File: src/rtl/logic_pkg.sv
// rtl/logic_pkg.sv - shared opcode enumeration for the logic unit
package logic_pkg;

    localparam int OP_W = 3;

    typedef enum logic [OP_W-1:0] {
        OP_AND   = 3'd0,
        OP_OR    = 3'd1,
        OP_XOR   = 3'd2,
        OP_NOR   = 3'd3,
        OP_NAND  = 3'd4,
        OP_XNOR  = 3'd5,
        OP_NOTA  = 3'd6,
        OP_PASSA = 3'd7
    } op_e;

endpackage

File: src/rtl/logic_unit_core.sv
// rtl/logic_unit_core.sv - combinational bitwise operation mux
module logic_unit_core
    import logic_pkg::*;
#(
    parameter int WIDTH = 16
) (
    input  logic [OP_W-1:0]  i_op,
    input  logic [WIDTH-1:0] i_a,
    input  logic [WIDTH-1:0] i_b,
    output logic [WIDTH-1:0] o_y
);

    // select the bitwise function named by the opcode
    always_comb begin
        o_y = '0;
        case (op_e'(i_op))
            OP_AND:   o_y = i_a & i_b;
            OP_OR:    o_y = i_a | i_b;
            OP_XOR:   o_y = i_a ^ i_b;
            OP_NOR:   o_y = ~(i_a | i_b);
            OP_NAND:  o_y = ~(i_a & i_b);
            OP_XNOR:  o_y = ~(i_a ^ i_b);
            OP_NOTA:  o_y = ~i_a;
            OP_PASSA: o_y = i_a;
            default:  o_y = '0;
        endcase
    end

endmodule

File: src/rtl/logic_unit.sv
// rtl/logic_unit.sv - handshaked bitwise logic unit; LOGIC_UNIT_FLAGS_EN adds zero/parity flags
module logic_unit
    import logic_pkg::*;
#(
    parameter int WIDTH = 16,
    parameter int CNT_W = 8
) (
    input  logic               clk,
    input  logic               rst_n,
    input  logic               in_valid,
    output logic               in_ready,
    input  logic [OP_W-1:0]    op,
    input  logic               chain,
    input  logic [WIDTH-1:0]   inputA,
    input  logic [WIDTH-1:0]   inputB,
    output logic               out_valid,
    input  logic               out_ready,
    output logic [2*WIDTH-1:0] outputC,
`ifdef LOGIC_UNIT_FLAGS_EN
    output logic [CNT_W-1:0]   op_count,
    output logic               zero_flag,
    output logic               parity_flag
`else
    output logic [CNT_W-1:0]   op_count
`endif
);

    logic               r_out_valid;
    logic [2*WIDTH-1:0] r_out_c;
    logic [WIDTH-1:0]   r_chain;
    logic [CNT_W-1:0]   r_count;

    logic               w_in_ready;
    logic               w_accept;
    logic               w_out_hs;
    logic [WIDTH-1:0]   w_b;
    logic [WIDTH-1:0]   w_y;

    // the single output register frees up in the same cycle it is drained
    assign w_in_ready = !r_out_valid || out_ready;
    assign w_accept   = in_valid && w_in_ready;
    assign w_out_hs   = r_out_valid && out_ready;
    assign w_b        = chain ? r_chain : inputB;

    logic_unit_core #(
        .WIDTH (WIDTH)
    ) u_core (
        .i_op (op),
        .i_a  (inputA),
        .i_b  (w_b),
        .o_y  (w_y)
    );

    // output register, chain register and saturating handshake counter
    always_ff @(posedge clk) begin
        if (!rst_n) begin
            r_out_valid <= 1'b0;
            r_out_c     <= '0;
            r_chain     <= '0;
            r_count     <= '0;
        end else begin
            if (w_accept) begin
                r_out_valid <= 1'b1;
                r_out_c     <= {{WIDTH{1'b0}}, w_y};
                r_chain     <= w_y;
            end else if (w_out_hs) begin
                r_out_valid <= 1'b0;
            end
            if (w_out_hs && (r_count != {CNT_W{1'b1}})) begin
                r_count <= r_count + 1'b1;
            end
        end
    end

`ifdef LOGIC_UNIT_FLAGS_EN
    logic r_zero;
    logic r_parity;

    // flags track the result loaded into the output register
    always_ff @(posedge clk) begin
        if (!rst_n) begin
            r_zero   <= 1'b0;
            r_parity <= 1'b0;
        end else if (w_accept) begin
            r_zero   <= (w_y == '0);
            r_parity <= ^w_y;
        end
    end

    assign zero_flag   = r_zero;
    assign parity_flag = r_parity;
`endif

    assign in_ready  = w_in_ready;
    assign out_valid = r_out_valid;
    assign outputC   = r_out_c;
    assign op_count  = r_count;

endmodule
File: config.mk
export PLATFORM = sky130hd
export DESIGN_NAME = logic_unit
export DESIGN_NICKNAME = d
export VERILOG_FILES = /design/src/rtl/logic_pkg.sv /design/src/rtl/logic_unit_core.sv /design/src/rtl/logic_unit.sv
export SDC_FILE = /design/constraint.sdc
export NUM_CORES = 1
export LEC_CHECK = 0
export CAP_MARGIN = 10
export CORE_MARGIN = 2
export CORE_UTILIZATION = 47
export CTS_BUF_LIST = sky130_fd_sc_hd__clkbuf_16
export DETAILED_ROUTE_END_ITERATION = 10
export HOLD_SLACK_MARGIN = 0.12
export PLACE_DENSITY = 0.86
export SLEW_MARGIN = 20
export SYNTH_ARGS = -nofsm -noshare
export SYNTH_HDL_FRONTEND = slang
export SYNTH_SLANG_ARGS = --single-unit
File: constraint.sdc
create_clock -name clk -period 5.6 [get_ports clk]
set_input_delay 0.84 -clock clk [delete_from_list [all_inputs] [get_ports clk]]
set_output_delay 0.84 -clock clk [all_outputs]
set_load 0.05 [all_outputs]
==> results.txt, run 1 <==
outcome - completed
Pre-antenna DRT Iters - 4
HP Start - r_chain[1]
hold buffer count at CTS - 0
vias per cell - 5.598
final instance area - 3521 um^2
Fillers - 524
list of most frequent post-synthesis cells - inv_1, ha_1, mux2i_1
WL/cell - 14.74 um
global route overflow - 0
top post-synthesis cells by area - dfxtp_1, ha_1, mux2i_1
clock-pin slew on the worst setup and hold paths - 0.07 ns
max-slew violations - 0
Post-synth EDFFs - 0
Floorplan Core Area - 5921 um^2
Final GP Congestion - 0.8138
clock skew - 0.001302 ns
CTS tree - built
Worst R2R Start - r_chain[4]
PortBufs - 65
Critical Path Source - chain
share of the synthesized area in the top cell type - 17.29%
layout cells sized above 1 - 5.500%
WP data arrival - 3.46 ns
nets - 474
pwr dens - 182.1 nW/um^2
Buf+Inv Stages, Crit Path - 1
highest clock rate - 306.7 MHz
Avg Inst Size Synth - 8.249 um^2
Setup TNS Final - 0 ns
FF+latch count, synth - 25
Die W - 82.49 um
ys flop type - dfxtp_1
Die Area - 6804 um^2
vias in the first global route - 2588
DR DRC count - 0
Max Root-Sink Buffers - 2
IO Pins - 82
worst rel slew slack - 26.13%
yosys warns - 0
Root Driver - clkbuf_16
die height - 82.49 um
Initial Util - 48.90%
Area Overhead vs Synth - 21.61%
clock sink count - 25
CP peak stage delay - 1.20 ns
Post-DRT Antenna Nets - 0
CP delay by family, top - buffers and inverters
Seq/Total Area, Yosys - 17.29%
period utilization - 58.22%
number of library cell types mapped by synthesis - 53
Hold WC Path Type - flip-flop to flip-flop
cells after synthesis - 351
largest net degree at the start of global routing - 38
std cell rows - 28
Slowest-stage cell, CP - clkdlybuf4s50_1
final setup vio count - 0
fraction of registers with async set/reset - 0%
Post-Synthesis Cell Area - 2895 um^2
leak pwr - 1.580 nW
Crit Path Class - input port to flip-flop
total wire length - 7001 um
Worst EP required - 5.80 ns
Post-DP HPWL - 5150 um
max-cap violations - 0
RSZ-0062 raised after global routing - no
first-pass GRT wire length - 11540 um
worst vdd ir - 0.1170 mV
via count - 2659
Cell Chain, Critical Path - clkdlybuf4s50_1 > mux2i_1 > ha_1 > mux2_4 > a221oi_1 > nor3_1 > o21ai_1
Num CTS Buffers - 3
initial drt markers - 100
Total GRT Usage - 21.47%
Critical Path Fanout Max - 16
Final min period - 3.260 ns
Critical Path Sink Type - flip-flop
htree depth - 1
crit start category - input port
post-CTS setup buffers - 0
Fin. Hold Viols - 0
initial antenna violation count - 0
area leader, netlist - dfxtp_1
Resized Gates After CTS - 0
clk_lat worst skew - 0.27 ns
most common cell in the netlist - inv_1
diode count - 0
Post-DP Area - 3442 um^2
worst slew pin tran - 1.105 ns
layer usage:
layer | global-route usage [%] | part of all wire (%) | vias to the layer above
met4 | 7.333 | 1.2 | 0
met2 | 38.63 | 51 | 84
li1 | - | - | 1312
met1 | 26.04 | 42 | 1254
met5 | 0 | 0 | -
met3 | 2.826 | 5.6 | 9
power breakdown:
part,switching [mW],internal (mW)
Combinational,0.165,0.111
Clock,0.0703,0.0959
Sequential,0.00991,0.189
Total,0.245,0.396
final timing paths:
kind / endpoint / slack, ns / cells past startpoint
setup / recovery: r_chain[2] / 2.34 / 7
hold / removal: r_chain[1] / 0.47 / 2
setup reg to reg: r_chain[4] / 3.90 / 6
hold reg to reg: r_chain[1] / 0.47 / 2
tightest hold or removal path: stages (launching register included):
cell and delay [ns]:
dfxtp_1 0.33, nand2_1 0.05, o21ai_1 0.05
registers in the layout, indices dropped and copies added, names as in the netlist:
signal     cells
r_chain       16
op_count       8
out_valid      1
cell families after synthesis:
logic type                 count (synthesis)  synth area share [%]
DFF                                       25                 17.29
buffers and inverters                     73                 13.79
muxes                                     38                 14.09
and+or+nand+nor                           88                 16.29
other                                      1                0.1295
xor gates and xnor gates                   7                 2.118
adders and majority gates                 33                 14.26
AOI/OAI and AO/OA                         86                 22.04
per-stage QoR:
step / std cells / setup slack [ns] / hold WS [ns] / util (%) / power [mW]
floorplan: 366 / 3.035 / 0.6691 / - / 0.4077
global placement: 471 / 2.166 / 0.4551 / 58.14 / 0.4659
detailed placement: 471 / 2.025 / 0.4602 / 58.14 / 0.4775
CTS: 475 / 2.326 / 0.4698 / 59.47 / 0.6427
global route: 475 / 2.159 / 0.4980 / 59.47 / 0.6741
finish: 475 / 2.340 / 0.4747 / 59.47 / 0.6411
placed cells by master (no fill, tap or decap), types with 6 or more instances in the layout:
cell	netlist	layout
mux2i_1	31	31
a21oi_1	6	6
o21ai_1	13	13
xnor2_1	6	6
o21ai_0	19	19
nand2b_1	22	22
nor2_1	8	8
dfxtp_1	25	25
o2bb2ai_1	7	7
nand2_1	28	28
nor3_1	8	8
a221oi_1	8	8
ha_1	33	33
inv_1	36	37
clkdlybuf4s50_1	0	64
conb_1	1	16
area by class of cell:
cell class / count / area [um^2] / area share, %
Multi-Input combinational cell: 268 / 2052 / 58.28
Clock inverter: 1 / 3.754 / 0.1066
Sequential cell: 25 / 500.5 / 14.21
Tap cell: 75 / 93.84 / 2.665
Inverter: 36 / 135.1 / 3.838
Clock buffer: 3 / 75.07 / 2.132
Timing Repair Buffer: 67 / 660.6 / 18.76
No activity file was read; power rests on OpenSTA's default activity.
==> inputs of run 2 (changes only) <==
Clock period 5.6 ns to 3.3 ns, I/O delays scaled along.
==> run 2 against run 1 <==
  * Clock power rose by 71%
  * Highest routed layer unchanged
  * Combinational power is 70% higher
  * Sequential share of layout area decreased by 0.075 points
  * First-iteration DRC count up 67%
  * Wire length down 2.4%
  * Critical path depth is 1 higher
  * Global-route usage decreased by 1.1 points
  * Sequential power rose by 70%
  * Via count decreased by 1.2%
  * Largest cell class unchanged
  * Sequential cell count unchanged
  * Non-clock buffer count up 2
==> results.txt, run 2 (synthesis gave the netlist of run 1 again) <==
outcome - completed
Cell Chain, Critical Path - clkdlybuf4s50_1 > buf_4 > mux2i_1 > ha_1 > mux2_1 > a221oi_1 > nor3_1 > o21ai_1
WP data arrival - 2.63 ns
clock-pin slew on the worst setup and hold paths - 0.07 ns
DR DRC count - 0
Floorplan Core Area - 5921 um^2
final instance area - 3540 um^2
Post-DP Area - 3457 um^2
Die W - 82.49 um
vias per cell - 5.509
hold buffer count at CTS - 0
leak pwr - 1.585 nW
nets - 476
Worst EP required - 3.50 ns
first-pass GRT wire length - 11030 um
most frequent cells in the layout - clkdlybuf4s50_1, inv_1, ha_1
post-CTS setup buffers - 0
diode count - 0
WHS Path Cells - 2
total wire length - 6831 um
final core utilization - 59.78%
Num CTS Buffers - 3
Crit Path Class - input port to flip-flop
Hold WC Path Type - flip-flop to flip-flop
worst rel slew slack - 40.79%
clock sink count - 25
IO Pins - 82
Setup TNS Final - 0 ns
Total GRT Usage - 20.39%
Post-DP HPWL - 5118 um
largest net degree at the start of global routing - 46
commonest non-fill, non-tap cell in the layout - clkdlybuf4s50_1
Critical Path Sink Type - flip-flop
max reg flops - 16
clock skew - 0.002258 ns
final setup vio count - 0
Critical Path Fanout Max - 16
via count - 2628
Storage cell area - 500.5 um^2
RSZ-0062 raised after global routing - no
layout cells sized above 1 - 6.219%
Post-DRT Antenna Nets - 0
Root Driver - clkbuf_16
Slowest-stage cell, CP - clkdlybuf4s50_1
htree depth - 1
die height - 82.49 um
vias in the first global route - 2423
Area Overhead vs Synth - 22.26%
highest clock rate - 411.4 MHz
Resized Gates After CTS - 0
Pre-antenna DRT Iters - 4
WL/cell - 14.32 um
hold_ws - 0.4723 ns
crit start category - input port
worst vdd ir - 0.2582 mV
Final min period - 2.431 ns
Fin. Hold Viols - 0
Final GP Congestion - 0.7844
worst slew pin tran - 0.8882 ns
global route overflow - 0
initial antenna violation count - 0
CTS tree - built
max-slew violations - 0
reg2reg path depth - 6
Fillers - 533
register bank with the most flops - r_chain
area of the multi-input gates - 2052 um^2
PortBufs - 65
period utilization - 73.66%
Initial Util - 48.90%
clk_lat worst skew - 0.26 ns
pwr dens - 308.1 nW/um^2
max-cap violations - 0
CP peak stage delay - 0.45 ns
std cell rows - 28
Die Area - 6804 um^2
Max Root-Sink Buffers - 2
initial drt markers - 167
## run 2: per-layer routing
metal	vias to the layer above	track usage, %	part of all wire (%)
li1	1319	-	-
met1	1224	25.56	44
met2	77	37.26	50
met3	8	3.152	5.9
met4	0	3.000	0.92
met5	-	0	0
## run 2: worst paths after layout
path                             startpoint          end  slack (ns)
worst max-delay path                  chain   r_chain[4]        0.87
worst min-delay path            r_chain[13]  r_chain[13]        0.47
worst max register to register   r_chain[4]   r_chain[4]        1.63
worst min register to register  r_chain[13]  r_chain[13]        0.47
## run 2: report_power, final
group	internal (mW)	total, mW	leakage (nW)	switching, mW
sequential	0.321	0.338	0.205	0.0167
clock	0.165	0.284	0.0371	0.120
combinational	0.190	0.468	1.34	0.278
## run 2: final cells by class
class	count	area share (%)
Timing Repair Buffer	69	19.09
Sequential cell	25	14.14
Tap cell	75	2.651
Multi-Input combinational cell	268	57.97
Inverter	36	3.818
Clock buffer	3	2.121
Clock inverter	1	0.2121
## run 2: critical path, delay by kind of cell
kind / cells / cell delay [ns]
buffers and inverters: 2 / 0.76
AO/OA/AOI/OAI: 2 / 0.39
adder cells (fa/ha/maj): 1 / 0.28
multiplexers: 2 / 0.61
AND/OR/NAND/NOR: 1 / 0.08
## run 2: through the flow
stage	std cells	power, mW	setup WS [ns]
final	477	1.091	0.8693
after global placement	473	0.7918	0.7228
after global routing	477	1.152	0.7578
after floorplan	366	0.6919	1.080
after detailed placement	473	0.8116	0.6170
after CTS	477	1.096	0.8688
==> inputs of run 3 (changes only) <==
Settings changed: CORE_UTILIZATION 47 to 44, PLACE_DENSITY 0.86 to 0.85.
Clock period 3.3 ns to 2.05 ns, I/O delays scaled along.
==> run 3 against run 2 <==
  * Cell area rose by 4.9%
  * Die area grew 6.5%
  * Worst hold slack better by 0.0081 ns
  * Via count is 2.3% higher
==> results.txt, run 3 (synthesis gave the netlist of run 1 again) <==
outcome - completed
Hold WC Path Type - flip-flop to flip-flop
Total GRT Usage - 20.16%
initial drt markers - 148
WL/cell - 14.75 um
Fillers - 573
Final GP Congestion - 0.8565
max-cap violations - 0
clock sink count - 25
Crit Path Class - input port to flip-flop
die height - 85.12 um
most frequent cells in the layout - clkdlybuf4s50_1, inv_1, ha_1
Root Driver - clkbuf_16
hold buffer count at CTS - 0
layout cells sized above 1 - 10.36%
Comb power frac - 44.0%
crit start category - input port
post-CTS setup buffers - 0
Post-DP HPWL - 5493 um
final setup vio count - 0
clk_lat worst skew - 0.27 ns
Worst EP required - 2.25 ns
clock skew - 0.001737 ns
Area Overhead vs Synth - 28.26%
leak pwr - 1.673 nW
diode count - 0
Layout Cells excl Fill - 492
initial antenna violation count - 0
via count - 2688
CP peak stage delay - 0.34 ns
final setup margin - 0.1522 ns
Die W - 85.12 um
Slowest-stage cell, CP - or3b_1
nets - 489
Final min period - 1.898 ns
global route overflow - 0
Post-Place Cells - 487
PortBufs - 65
WP data arrival - 2.10 ns
max-slew violations - 0
register bank with the most flops - r_chain
CTS tree - built
htree depth - 1
std cell rows - 29
Max Root-Sink Buffers - 2
Pint - 1.122 mW
sw power - 0.6904 mW
Resized Gates After CTS - 5
Pre-antenna DRT Iters - 4
Setup WS pre-CTS - -0.3236 ns
Num CTS Buffers - 3
worst slew pin tran - 0.5215 ns
Die Area - 7245 um^2
worst rel slew slack - 65.12%
Cell Chain, Critical Path - dlygate4sd2_1 > bufbuf_16 > mux2i_2 > ha_1 > or3b_1 > o21ai_0 > a211oi_1 > o21ai_1
Fin. Hold Viols - 0
switching share of power - 38.10%
commonest non-fill, non-tap cell in the layout - clkdlybuf4s50_1
highest clock rate - 526.9 MHz
first-pass GRT wire length - 12160 um
IO Pins - 82
part of the power in registers - 30.1%
largest net degree at the start of global routing - 38
share of total power in the clock network - 25.9%
Initial Util - 45.60%
max reg flops - 16
DR DRC count - 0
Critical Path Sink Type - flip-flop
worst vdd ir - 0.3937 mV
Floorplan Core Area - 6350 um^2
vias per cell - 5.463
Post-DRT Antenna Nets - 0
total wire length - 7258 um
pwr dens - 488.0 nW/um^2
Critical Path Fanout Max - 8
RSZ-0062 raised after global routing - no
period utilization - 92.57%
clock-pin slew on the worst setup and hold paths - 0.07 ns
vias in the first global route - 2671
run 3: area by class of cell:
cell class	instances	area, um^2	share of cell area, %
tap	77	96.34	2.594
clock buffer	3	75.07	2.022
clock inverter	1	7.507	0.2022
sequential	25	500.5	13.48
timing repair buffer	82	832.0	22.41
multi-input combinational	268	2067	55.66
inverter	36	135.1	3.639
run 3: worst max-delay path, delay by kind of cell:
| family | cells | cell delay [ns] |
|---|---|---|
| buffers and inverters | 2 | 0.60 |
| AND/OR/NAND/NOR | 1 | 0.34 |
| AO/OA/AOI/OAI | 3 | 0.32 |
| adder cells (fa/ha/maj) | 1 | 0.27 |
| multiplexers | 1 | 0.25 |
run 3: power by group through the flow:
stage          clock network, mW  registers, mW  logic [mW]
2_1_floorplan                  0          0.657       0.457
3_3_place_gp                   0          0.554       0.748
3_5_place_dp                   0          0.554       0.780
4_1_cts                    0.470          0.546       0.795
5_1_grt                    0.482          0.550       0.861
6_report                   0.469          0.546       0.796
run 3: per-stage QoR:
step | TNS [ns] | instance area (um^2) | power [mW] | utilization, % | hold slack (ns)
floorplan | 0 | 2952 | 1.114 | - | 0.4464
global placement | -2.768 | 3585 | 1.302 | 56.45 | 0.4518
detailed placement | -3.662 | 3585 | 1.335 | 56.45 | 0.4608
CTS | 0 | 3714 | 1.811 | 58.48 | 0.4786
global route | 0 | 3714 | 1.893 | 58.48 | 0.5064
finish | 0 | 3714 | 1.812 | 58.48 | 0.4804
run 3: metal layers:
metal  track usage [%]  share of wire [%]  vias up
met2             35.23                 49       75
met3             2.724                4.4        8
met4             5.339                1.1        0
met5                 0                  0        -
met1             26.01                 46     1271
li1                  -                  -     1334
run 3: worst paths after layout:
path / startpoint / to / slack (ns) / depth (start not counted)
worst max-delay path: chain / r_chain[8] / 0.15 / 8
worst min register to register: r_chain[10] / r_chain[10] / 0.48 / 2
worst min-delay path: r_chain[10] / r_chain[10] / 0.48 / 2
worst max register to register: r_chain[4] / r_chain[4] / 0.43 / 6
